===== config.mk =====
export PLATFORM = sky130hd
export DESIGN_NAME = ir_assembler
export DESIGN_NICKNAME = d
export VERILOG_FILES = /design/src/rtl/ir_assembler.sv
export SDC_FILE = /design/constraint.sdc
export NUM_CORES = 1
export LEC_CHECK = 0
export CAP_MARGIN = 20
export CORE_MARGIN = 10
export CORE_UTILIZATION = 33
export CTS_BUF_LIST = sky130_fd_sc_hd__clkbuf_16
export CTS_CLUSTER_DIAMETER = 40
export CTS_CLUSTER_SIZE = 8
export DETAILED_ROUTE_END_ITERATION = 10
export PLACE_DENSITY = 0.72
export SYNTH_ARGS = -nofsm -noshare
export SYNTH_HDL_FRONTEND = slang
export SYNTH_SLANG_ARGS = --single-unit

===== constraint.sdc =====
create_clock -name clk1 -period 1.15 [get_ports clk1]
set_input_delay 0.2875 -clock clk1 [delete_from_list [all_inputs] [get_ports clk1]]
set_output_delay 0.2875 -clock clk1 [all_outputs]
set_load 0.01 [all_outputs]

===== src/rtl/ir_assembler.sv =====
// ir_assembler: collects BEATS consecutive DATA_W-wide bus beats into a shadow
// register and commits the finished word atomically to opc_iraddr.
//
// Optional feature: define IR_PARITY_EN to add per-beat even-parity checking
// (data_par input, par_err output).
//
// Ports:
//   clk1       - clock, rising edge
//   rst        - asynchronous active-low reset
//   ena        - beat strobe; data is a valid beat while high
//   data       - bus beat (DATA_W)
//   flush      - synchronous abort of a partial assembly (wins over ena)
//   data_par   - even parity of data (IR_PARITY_EN only)
//   par_err    - parity error of the last committed word (IR_PARITY_EN only)
//   opc_iraddr - committed instruction word (IR_W)
//   opcode     - top OPC_W bits of opc_iraddr (combinational slice)
//   ir_addr    - remaining low bits of opc_iraddr (combinational slice)
//   ir_valid   - one-cycle pulse when a new word was committed
//   beat_cnt   - index of the next beat expected
module ir_assembler #(
  parameter int unsigned DATA_W    = 8,
  parameter int unsigned BEATS     = 2,
  parameter int unsigned OPC_W     = 3,
  parameter bit          MSB_FIRST = 1'b1,
  localparam int unsigned IR_W     = DATA_W * BEATS,
  localparam int unsigned CNT_W    = (BEATS > 1) ? $clog2(BEATS) : 1
) (
  input  logic                  clk1,
  input  logic                  rst,
  input  logic                  ena,
  input  logic [DATA_W-1:0]     data,
  input  logic                  flush,
`ifdef IR_PARITY_EN
  input  logic                  data_par,
  output logic                  par_err,
`endif
  output logic [IR_W-1:0]       opc_iraddr,
  output logic [OPC_W-1:0]      opcode,
  output logic [IR_W-OPC_W-1:0] ir_addr,
  output logic                  ir_valid,
  output logic [CNT_W-1:0]      beat_cnt
);

  localparam logic [CNT_W-1:0] LAST_IDX = CNT_W'(BEATS - 1);

  logic [IR_W-1:0]  shadow_q, shadow_d;
  logic [IR_W-1:0]  opc_q, opc_d;
  logic [CNT_W-1:0] cnt_q, cnt_d;
  logic             valid_q, valid_d;
  logic [CNT_W-1:0] slot_sel;
  logic [IR_W-1:0]  merged;
  logic             last_beat;

  // Shadow with the current beat dropped into the slot selected by beat order
  always_comb begin
    slot_sel = MSB_FIRST ? (LAST_IDX - cnt_q) : cnt_q;
    merged   = shadow_q;
    for (int unsigned k = 0; k < BEATS; k++) begin
      if (slot_sel == CNT_W'(k)) merged[k*DATA_W +: DATA_W] = data;
    end
    last_beat = (cnt_q == LAST_IDX);
  end

  // Next-state: flush > accepted beat > idle (ena low abandons the sequence)
  always_comb begin
    shadow_d = shadow_q;
    opc_d    = opc_q;
    cnt_d    = cnt_q;
    valid_d  = 1'b0;
    if (flush) begin
      cnt_d    = '0;
      shadow_d = '0;
    end else if (ena) begin
      shadow_d = merged;
      if (last_beat) begin
        opc_d   = merged;
        cnt_d   = '0;
        valid_d = 1'b1;
      end else begin
        cnt_d = cnt_q + CNT_W'(1);
      end
    end else begin
      cnt_d = '0;
    end
  end

  always_ff @(posedge clk1 or negedge rst) begin
    if (!rst) begin
      shadow_q <= '0;
      opc_q    <= '0;
      cnt_q    <= '0;
      valid_q  <= 1'b0;
    end else begin
      shadow_q <= shadow_d;
      opc_q    <= opc_d;
      cnt_q    <= cnt_d;
      valid_q  <= valid_d;
    end
  end

`ifdef IR_PARITY_EN
  logic sticky_q, sticky_d;
  logic par_err_q, par_err_d;
  logic beat_err;

  // Sticky error accumulates over the assembly and is folded into par_err on commit
  always_comb begin
    beat_err  = (^data) ^ data_par;
    sticky_d  = sticky_q;
    par_err_d = par_err_q;
    if (flush) begin
      sticky_d = 1'b0;
    end else if (ena) begin
      if (last_beat) begin
        par_err_d = sticky_q | beat_err;
        sticky_d  = 1'b0;
      end else begin
        sticky_d = sticky_q | beat_err;
      end
    end
  end

  always_ff @(posedge clk1 or negedge rst) begin
    if (!rst) begin
      sticky_q  <= 1'b0;
      par_err_q <= 1'b0;
    end else begin
      sticky_q  <= sticky_d;
      par_err_q <= par_err_d;
    end
  end

  assign par_err = par_err_q;
`endif

  assign opc_iraddr = opc_q;
  assign ir_valid   = valid_q;
  assign beat_cnt   = cnt_q;
  assign opcode     = opc_q[IR_W-1 -: OPC_W];
  assign ir_addr    = opc_q[IR_W-OPC_W-1:0];

endmodule


==> results, run 1 <==
- Yosys mapped the design onto 13 distinct sky130hd cell types.
- After layout, the minimum clock period comes to about 1.2 ns.
- The worst setup slack after placement is -0.402 ns.
- Grouping stages by cell kind, the critical path spends the most delay in flip-flops.
- The largest net degree at the start of global routing is 27.
- The total power per unit cell area is 1590 mW/mm^2.
- The TritonCTS clock tree is done.
- The final sum of negative setup slack is -0.0491 ns.
- STA classifies the critical path endpoint as a register.
- The share of synthesized area spent on multiplexers is around 25%.
- The path type of the worst setup path is register to register.
- On the worst path, the slowest cell contributes a delay of between 0.4 and 0.5 ns.
- The number of top-level pins is 46.
- The detailed router finished its first iteration with 16 violations.
- In this run the tool buffered the top-level ports with 45 buffer cells.
- The parity-gate share of the synthesized area counting xor and xnor cells is 0%.
- The placeable core region is roughly 0.0034 sq mm.
- Once the floorplan was initialized, standard cells occupied 34.6% of the core.
- Synthesis produced a netlist whose cell count is between 80 and 90.
- The synthesized area per cell is roughly 14 sq um.
- From bottom edge to top edge, the die measures 79.6 microns.
- The initial antenna violation count is 0.
- Along the worst path, the maximum fanout reaches 5.
- Summed over all cells, the static leakage comes to 0.000981 uW.
- The horizontal die dimension is ~80 microns.
- The wire-length estimate of the detail-placed layout is 1.91 mm.
- The commonest non-fill, non-tap cell in the layout is sky130_fd_sc_hd__buf_2.
- The first-pass GRT wire length is 4.50 mm.
- Global routing consumed, on the met3 layer, 4.05% of the routing resources.
- The proportion of layout cells with a drive suffix above 1 is between 50% and 60%.
- The post-detailed-route count of antenna-violating nets is 0.
- The synthesis-stage register bit count is 26.
- The depth of the CTS H-tree is 1.
- The number of placement rows is 21.
- The cell that appears most often on the critical path is sky130_fd_sc_hd__buf_6.
- For this run, global-route usage on met1 was measured as 10.7%.
- The number of warnings printed during yosys synthesis is 0.
- The cell with the biggest individual delay on the critical path is sky130_fd_sc_hd__dfrtp_2.
- The worst supply voltage drop on vdd is 0.540 mV.
- The post-synth net total is 96.
- The critical path required time is around 1.3 ns.
- The largest buffer count on any clock path is 2.
- The first detailed-routing pass took 2 iterations.
- The number of global-route vias before repair is 882.
- The number of hold buffers added after CTS was 0.
- The clock reaches the later pin of the worst-skew pair after 0.26 ns.
- Across the run, the number of max-cap violations was 0.
- The global routing stage identified its most utilized layer as met2.
- The routed layout has between 700 and 800 vias.
- The final critical-path share of the clock period is 102%.
- In the final routed layout, each cell accounts on average for 15.1 microns.
- The area occupied by multi-input gates is 395 sq um.
- The cell sitting at the root of the clock tree is a sky130_fd_sc_hd__clkbuf_16.
- The area growth from synthesis to layout is 45.7%.
- Counting the fill cells in the layout gives 305.
- The number of remaining DRC errors is 0.
- Summing the sequential cell areas from Yosys gives between 50% and 60% of the chip area.
- For the pin with the worst max-slew slack, the measured transition is 0.161 ns.
- The synthesized-area fraction occupied by adder cells is 0%.
- In the layout the commonest cells are sky130_fd_sc_hd__buf_2 (33), sky130_fd_sc_hd__dfrtp_1 (25), sky130_fd_sc_hd__buf_4 (18).
- The total detailed-routing wirelength is ~2.8 mm.
- The worst path setup slack after routing is -0.0277 ns.
- The tree built by TritonCTS fans out to 26 sinks.
- For the worst setup path, the data arrival time is around 1.3 ns.
- 0 antenna diodes ended up in the layout.
- The worst hold path belongs to the class input pin to asynchronous set/reset pin.
- Setup repair after global routing could not meet its margin everywhere.
- Dividing the detail-routed via count by the number of cells gives 4.25.
- The number of pins with negative max-slew slack in the final report is 0.
- The signal on the critical path passes through buf_6 -> nand2b_4 -> buf_6 -> mux2i_2 -> nor2_1.
- For this run, the post-layout net count is 149.
- The simple-gate share of the synthesized area is 5.44%.
- The count of endpoints failing setup in the final report is 2.
- The synthesized netlist devotes 0% of its cell area to compound gates.
- In this run the cell area measured after placement is ~0.0016 sq mm.
- The number of hold violations in the final report is 0.
- Across every metal layer, demand over resource in global routing totals approximately 8.9%.
- The timing-limited maximum frequency is 849 MHz.
- Summing every instance area after synthesis gives 0.00117 sq mm.
- In this run the tightest slew margin relative to its limit is between 80 and 90%.
- The total die area is 0.00634 sq mm.
- The checks that failed: negative setup slack.
- Routability-driven placement finished with a final weighted congestion of 0.659.
- Once layout is done, the placed cells without fillers occupy 0.00171 sq mm.
- The maximum clock skew at final layout is between 0.003 and 0.004 ns.
- Across the whole layout, storage elements account for 652 sq um.
- The final global-route overflow total is 0.
- Together, buffers and inverters on the worst path number 2.
- The total CTS buffers is 3.
- The met2 usage in global routing is 13.6%.
- The largest family of logic cells by synthesized area is multiplexers.
- The worst setup path is launched from a register.
- The clock slew at the register clock pins of the worst setup and hold paths is around 0.060 ns.
- The run finished, with violations left.
where the power goes:
part / internal, uW / switching [uW]
clock: 465 / 300
sequential: 1040 / 86.2
combinational: 490 / 337
path summary, 6_finish.rpt:
| check | endpoint | slack (ns) | from | cells past startpoint |
|---|---|---|---|---|
| worst max register to register | shadow_q[8] | -0.03 | beat_cnt | 5 |
| min in group clk1 | shadow_q[12] | 0.50 | flush | 3 |
| worst max-delay path | shadow_q[8] | -0.03 | beat_cnt | 5 |
| max in group asynchronous | beat_cnt | 0.60 | rst | 2 |
| worst min-delay path | opc_iraddr[1] | 0.39 | rst | 2 |
| worst min register to register | opc_iraddr[10] | 0.51 | shadow_q[10] | 1 |
layout make-up:
class / count / share of cell area [%]
clock buffer: 3 / 4.39
multi-input combinational: 35 / 23.1
inverter: 1 / 0.219
tap: 46 / 3.37
clock inverter: 1 / 0.219
timing repair buffer: 70 / 30.6
sequential: 26 / 38.1
sequential cells by signal (all words and copies together), names as in the netlist:
register and count:
beat_cnt 1, shadow_q 8, opc_iraddr 16, ir_valid 1
cell families (layout without fill, tap and decap cells):
family / after synthesis / after routing
flops: 26 / 26
mux: 24 / 24
buf+inv: 23 / 75
simple gates: 11 / 11
stage by stage:
| step | instances | hold slack, ns | total power (uW) | utilization, % |
|---|---|---|---|---|
| 3_3_place_gp | 166 | 0.487 | 2060 | 48.5 |
| 6_report | 182 | 0.390 | 2720 | 50.5 |
| 4_1_cts | 184 | 0.403 | 2750 | 51.1 |
| 2_1_floorplan | 84 | -0.00809 | 1600 | - |
| 3_5_place_dp | 166 | 0.493 | 2080 | 48.5 |
| 5_1_grt | 182 | 0.437 | 2850 | 50.5 |
per-layer routing:
layer,wire [microns],vias to the layer above
met5,0,-
met4,29,0
met3,273,4
met2,1260,33
met1,1190,375
li1,-,361
cell usage after synthesis:
cell type / n / area share, %
sky130_fd_sc_hd__buf_4: 16 / 10
sky130_fd_sc_hd__mux2_4: 9 / 12
sky130_fd_sc_hd__nand3b_4: 1 / 1.7
sky130_fd_sc_hd__dfrtp_1: 26 / 55
sky130_fd_sc_hd__nand2b_1: 1 / 0.53
sky130_fd_sc_hd__mux2_2: 7 / 6.7
sky130_fd_sc_hd__buf_6: 2 / 1.9
sky130_fd_sc_hd__nor2_1: 8 / 2.6
sky130_fd_sc_hd__nor3b_1: 1 / 0.64
sky130_fd_sc_hd__buf_2: 3 / 1.3
sky130_fd_sc_hd__inv_1: 1 / 0.32
sky130_fd_sc_hd__mux2i_1: 8 / 6.8
sky130_fd_sc_hd__clkbuf_1: 1 / 0.32
timing repair:
item | in CTS | in global routing
gates resized for setup | 145 | 9
hold endpoints to repair | 0 | 0
cloned | 2 | 0
setup buffers | 12 | 0
setup endpoints to repair | 58 | 19
pin swaps | 0 | 2
(Power assumes the default switching activity.)
==> run 2, diff against run 1 <==
--- a/config.mk
+++ b/config.mk
@@ -13,6 +13,7 @@
 export CTS_CLUSTER_SIZE = 8
 export DETAILED_ROUTE_END_ITERATION = 10
 export PLACE_DENSITY = 0.72
+export SLEW_MARGIN = 20
 export SYNTH_ARGS = -nofsm -noshare
 export SYNTH_HDL_FRONTEND = slang
 export SYNTH_SLANG_ARGS = --single-unit
==> results of run 2 <==
The final DEF is identical to that of run 1; final timing and power are the same.
==> run 3, diff against run 2 <==
--- a/config.mk
+++ b/config.mk
@@ -13,6 +13,7 @@
 export CTS_CLUSTER_SIZE = 8
 export DETAILED_ROUTE_END_ITERATION = 10
 export PLACE_DENSITY = 0.72
+export RECOVER_POWER = 100
 export SLEW_MARGIN = 20
 export SYNTH_ARGS = -nofsm -noshare
 export SYNTH_HDL_FRONTEND = slang
==> results, run 3 (synthesized netlist as in run 1, its figures left out) <==
- The count of endpoints failing setup in the final report is 2 (unchanged).
- Violated checks: negative setup slack (unchanged).
- The initial antenna violation count is 0 (unchanged).
- The average wire per standard cell was 15.0 microns (was 15.1 microns).
- The clock latency on the worst-skew pair is 0.26 ns (about the same).
- The number of flip-flops in the largest register came to 16 (unchanged).
- The peak fanout along the critical path is 5 (unchanged).
- The worst hold path passes through 3 cells.
- The placeable core region is 0.00339 sq mm (unchanged).
- The arrival time of data at the critical path endpoint was 1.31 ns (was 1.32 ns).
- The number of input and output port buffers inserted came to 45 (unchanged).
- The area growth from synthesis to layout came to 43.3% (was 45.7%).
- Top library cells by usage in the layout, fill and taps aside: sky130_fd_sc_hd__dfrtp_1 (25), sky130_fd_sc_hd__clkbuf_2 (22), sky130_fd_sc_hd__buf_4 (18) (was sky130_fd_sc_hd__buf_2 (33), sky130_fd_sc_hd__dfrtp_1 (25), sky130_fd_sc_hd__buf_4 (18)).
- The number of pins with negative max-slew slack in the final report is 0 (unchanged).
- The number of violations reported at the end of detailed-routing iteration 0 is 25 (was 16).
- The proportion of layout cells with a drive suffix above 1 was 51.5% (was 59.6%).
- The total CTS buffers came to 3 (unchanged).
- The TritonCTS clock tree is done (unchanged).
- The remaining max-slew budget at the tightest pin is 59.4% (was 89.1%).
- The reported max-cap violation count is 0 (unchanged).
- The class of the worst hold path is input pin to register (was input pin to asynchronous set/reset pin).
- The largest buffer count on any clock path is 2 (unchanged).
- The overall routing resource usage is 8.90% (unchanged).
- The number of remaining DRC errors was 0 (unchanged).
- The total placed cells including tap cells is 166 (unchanged).
- The total number of clock tree sinks came to 26 (unchanged).
- The timing-limited maximum frequency is 858 MHz (was 849 MHz).
- The final global-route overflow total was 0 (unchanged).
- Setup repair after global routing missed its margin: yes (unchanged).
- The critical path required time is 1.30 ns (about the same).
- The nature of the critical path startpoint is a register (unchanged).
- The count of antenna diodes in the layout is 0 (unchanged).
- The worst setup slack after placement came to -0.402 ns (unchanged).
- The total number of vias is 775 (was 773).
- The worst supply voltage drop on vdd is 0.540 mV (about the same).
- The hold buffer count at cts was 0 (unchanged).
- The number of hold violations in the final report is 0 (unchanged).
- The number of placement rows came to 21 (unchanged).
- The post-detailed-route count of antenna-violating nets is 0 (unchanged).
- The clock slew at the register clock pins of the worst setup and hold paths is 0.06 ns (about the same).
- The type of element capturing the critical path is a register (unchanged).
- The total die area was 0.00634 sq mm (unchanged).
- The number of nets in the final layout came to 149 (unchanged).
- The final critical-path share of the clock period was 101% (was 102%).
- The clock period minus final worst setup slack is 1.17 ns (was 1.18 ns).
- The worst reg2reg path depth was 5 (unchanged).
- The placer's final routability congestion estimate is 0.659 (unchanged).
- The die height was 79.6 microns (unchanged).
- The total power per unit cell area is 1600 mW/mm^2 (was 1590 mW/mm^2).
- The final standard cell count with taps included and fillers excluded was 182 (unchanged).
- The path type of the worst setup path is register to register (unchanged).
- Outcome: finished with violations (unchanged).
- The maximum clock skew at final layout is 0.00248 ns (was 0.00329 ns).
- The detailed-routing iteration count for the pre-antenna-repair pass was 2 (unchanged).
- The measured slew at the worst slew-check pin came to 0.609 ns (was 0.161 ns).
- The number of global-route vias before repair is 882 (unchanged).
- The first-pass GRT wire length was 4.50 mm (unchanged).
- The total detailed-routing wirelength is 2.73 mm (was 2.75 mm).
- The horizontal die dimension is 79.6 microns (unchanged).
- The half-perimeter wire length after placement was 1.91 mm (unchanged).
- The largest net degree at the start of global routing is 27 (unchanged).
- The per-cell via count in the routed design is 4.26 (was 4.25).
- The number of top-level pins was 46 (unchanged).
- The leakage power total is 0.000930 uW (was 0.000981 uW).
- The depth of the CTS H-tree was 1 (unchanged).
- The worst path setup slack after routing is -0.0162 ns (was -0.0277 ns).
- The starting utilization of the core area was 34.6% (unchanged).
- The CTS root buffer is sky130_fd_sc_hd__clkbuf_16 (unchanged).
- The commonest non-fill, non-tap cell in the layout is sky130_fd_sc_hd__dfrtp_1 (was sky130_fd_sc_hd__buf_2).
==> run 3: final cells by class <==
| cell class | instances | area [sq um] |
|---|---|---|
| Clock buffer | 3 | 75.1 |
| Clock inverter | 1 | 3.75 |
| Fill cell | 313 | 1710 |
| Inverter | 1 | 3.75 |
| Multi-Input combinational cell | 35 | 395 |
| Sequential cell | 26 | 652 |
| Tap cell | 46 | 57.6 |
| Timing Repair Buffer | 70 | 494 |
==> run 3: report_power, final <==
| part | leakage, uW | switching, uW | internal (uW) |
|---|---|---|---|
| logic | 0.000555 | 336 | 463 |
| clock network | 0.0000385 | 294 | 465 |
| registers | 0.000337 | 94.2 | 1040 |
| total | 0.000930 | 724 | 1970 |
==> run 3: critical path, stage by stage (launching register included) <==
cell and delay, ns:
sky130_fd_sc_hd__dfrtp_2 0.43, sky130_fd_sc_hd__buf_6 0.12, sky130_fd_sc_hd__nand2b_4 0.14, sky130_fd_sc_hd__buf_6 0.13
sky130_fd_sc_hd__mux2i_1 0.15, sky130_fd_sc_hd__nor2_1 0.07
==> run 3: repair_timing <==
action | 4_1_cts | 5_1_grt
pin swaps | 0 | 2
buffers inserted | 12 | 0
hold endpoints to repair | 0 | 0
gates cloned | 2 | 0
resized for setup | 145 | 9
endpoints found under the setup margin | 58 | 19
==> run 3: layer usage <==
layer | global-route usage, % | share of wire, % | vias up
met5 | 0 | 0 | -
met4 | 3.23 | 1.1 | 0
met3 | 4.05 | 10 | 4
met2 | 13.6 | 46 | 33
met1 | 10.7 | 43 | 377
li1 | - | - | 361
==> run 3: per-stage QoR <==
| stage | TNS [ns] | power (uW) | hold WS, ns | util (%) | cell area, sq um |
|---|---|---|---|---|---|
| 6_report | -0.0318 | 2690 | 0.497 | 49.6 | 1680 |
| 5_1_grt | -0.281 | 2830 | 0.532 | 49.6 | 1680 |
| 4_1_cts | -0.581 | 2750 | 0.403 | 51.1 | 1730 |
| 3_5_place_dp | -10.36 | 2080 | 0.493 | 48.5 | 1640 |
| 3_3_place_gp | -9.74 | 2060 | 0.487 | 48.5 | 1640 |
| 2_1_floorplan | -0.0943 | 1600 | -0.00809 | - | 1180 |
==> run 3: path summary, 6_finish.rpt <==
path | startpoint | endpoint | slack (ns)
min in group asynchronous | rst | opc_iraddr[2] | 0.51
hold / removal | flush | shadow_q[12] | 0.50
max in group asynchronous | rst | beat_cnt | 0.20
setup reg to reg | beat_cnt | shadow_q[9] | -0.02
hold reg to reg | shadow_q[10] | opc_iraddr[10] | 0.51
setup / recovery | beat_cnt | shadow_q[9] | -0.02
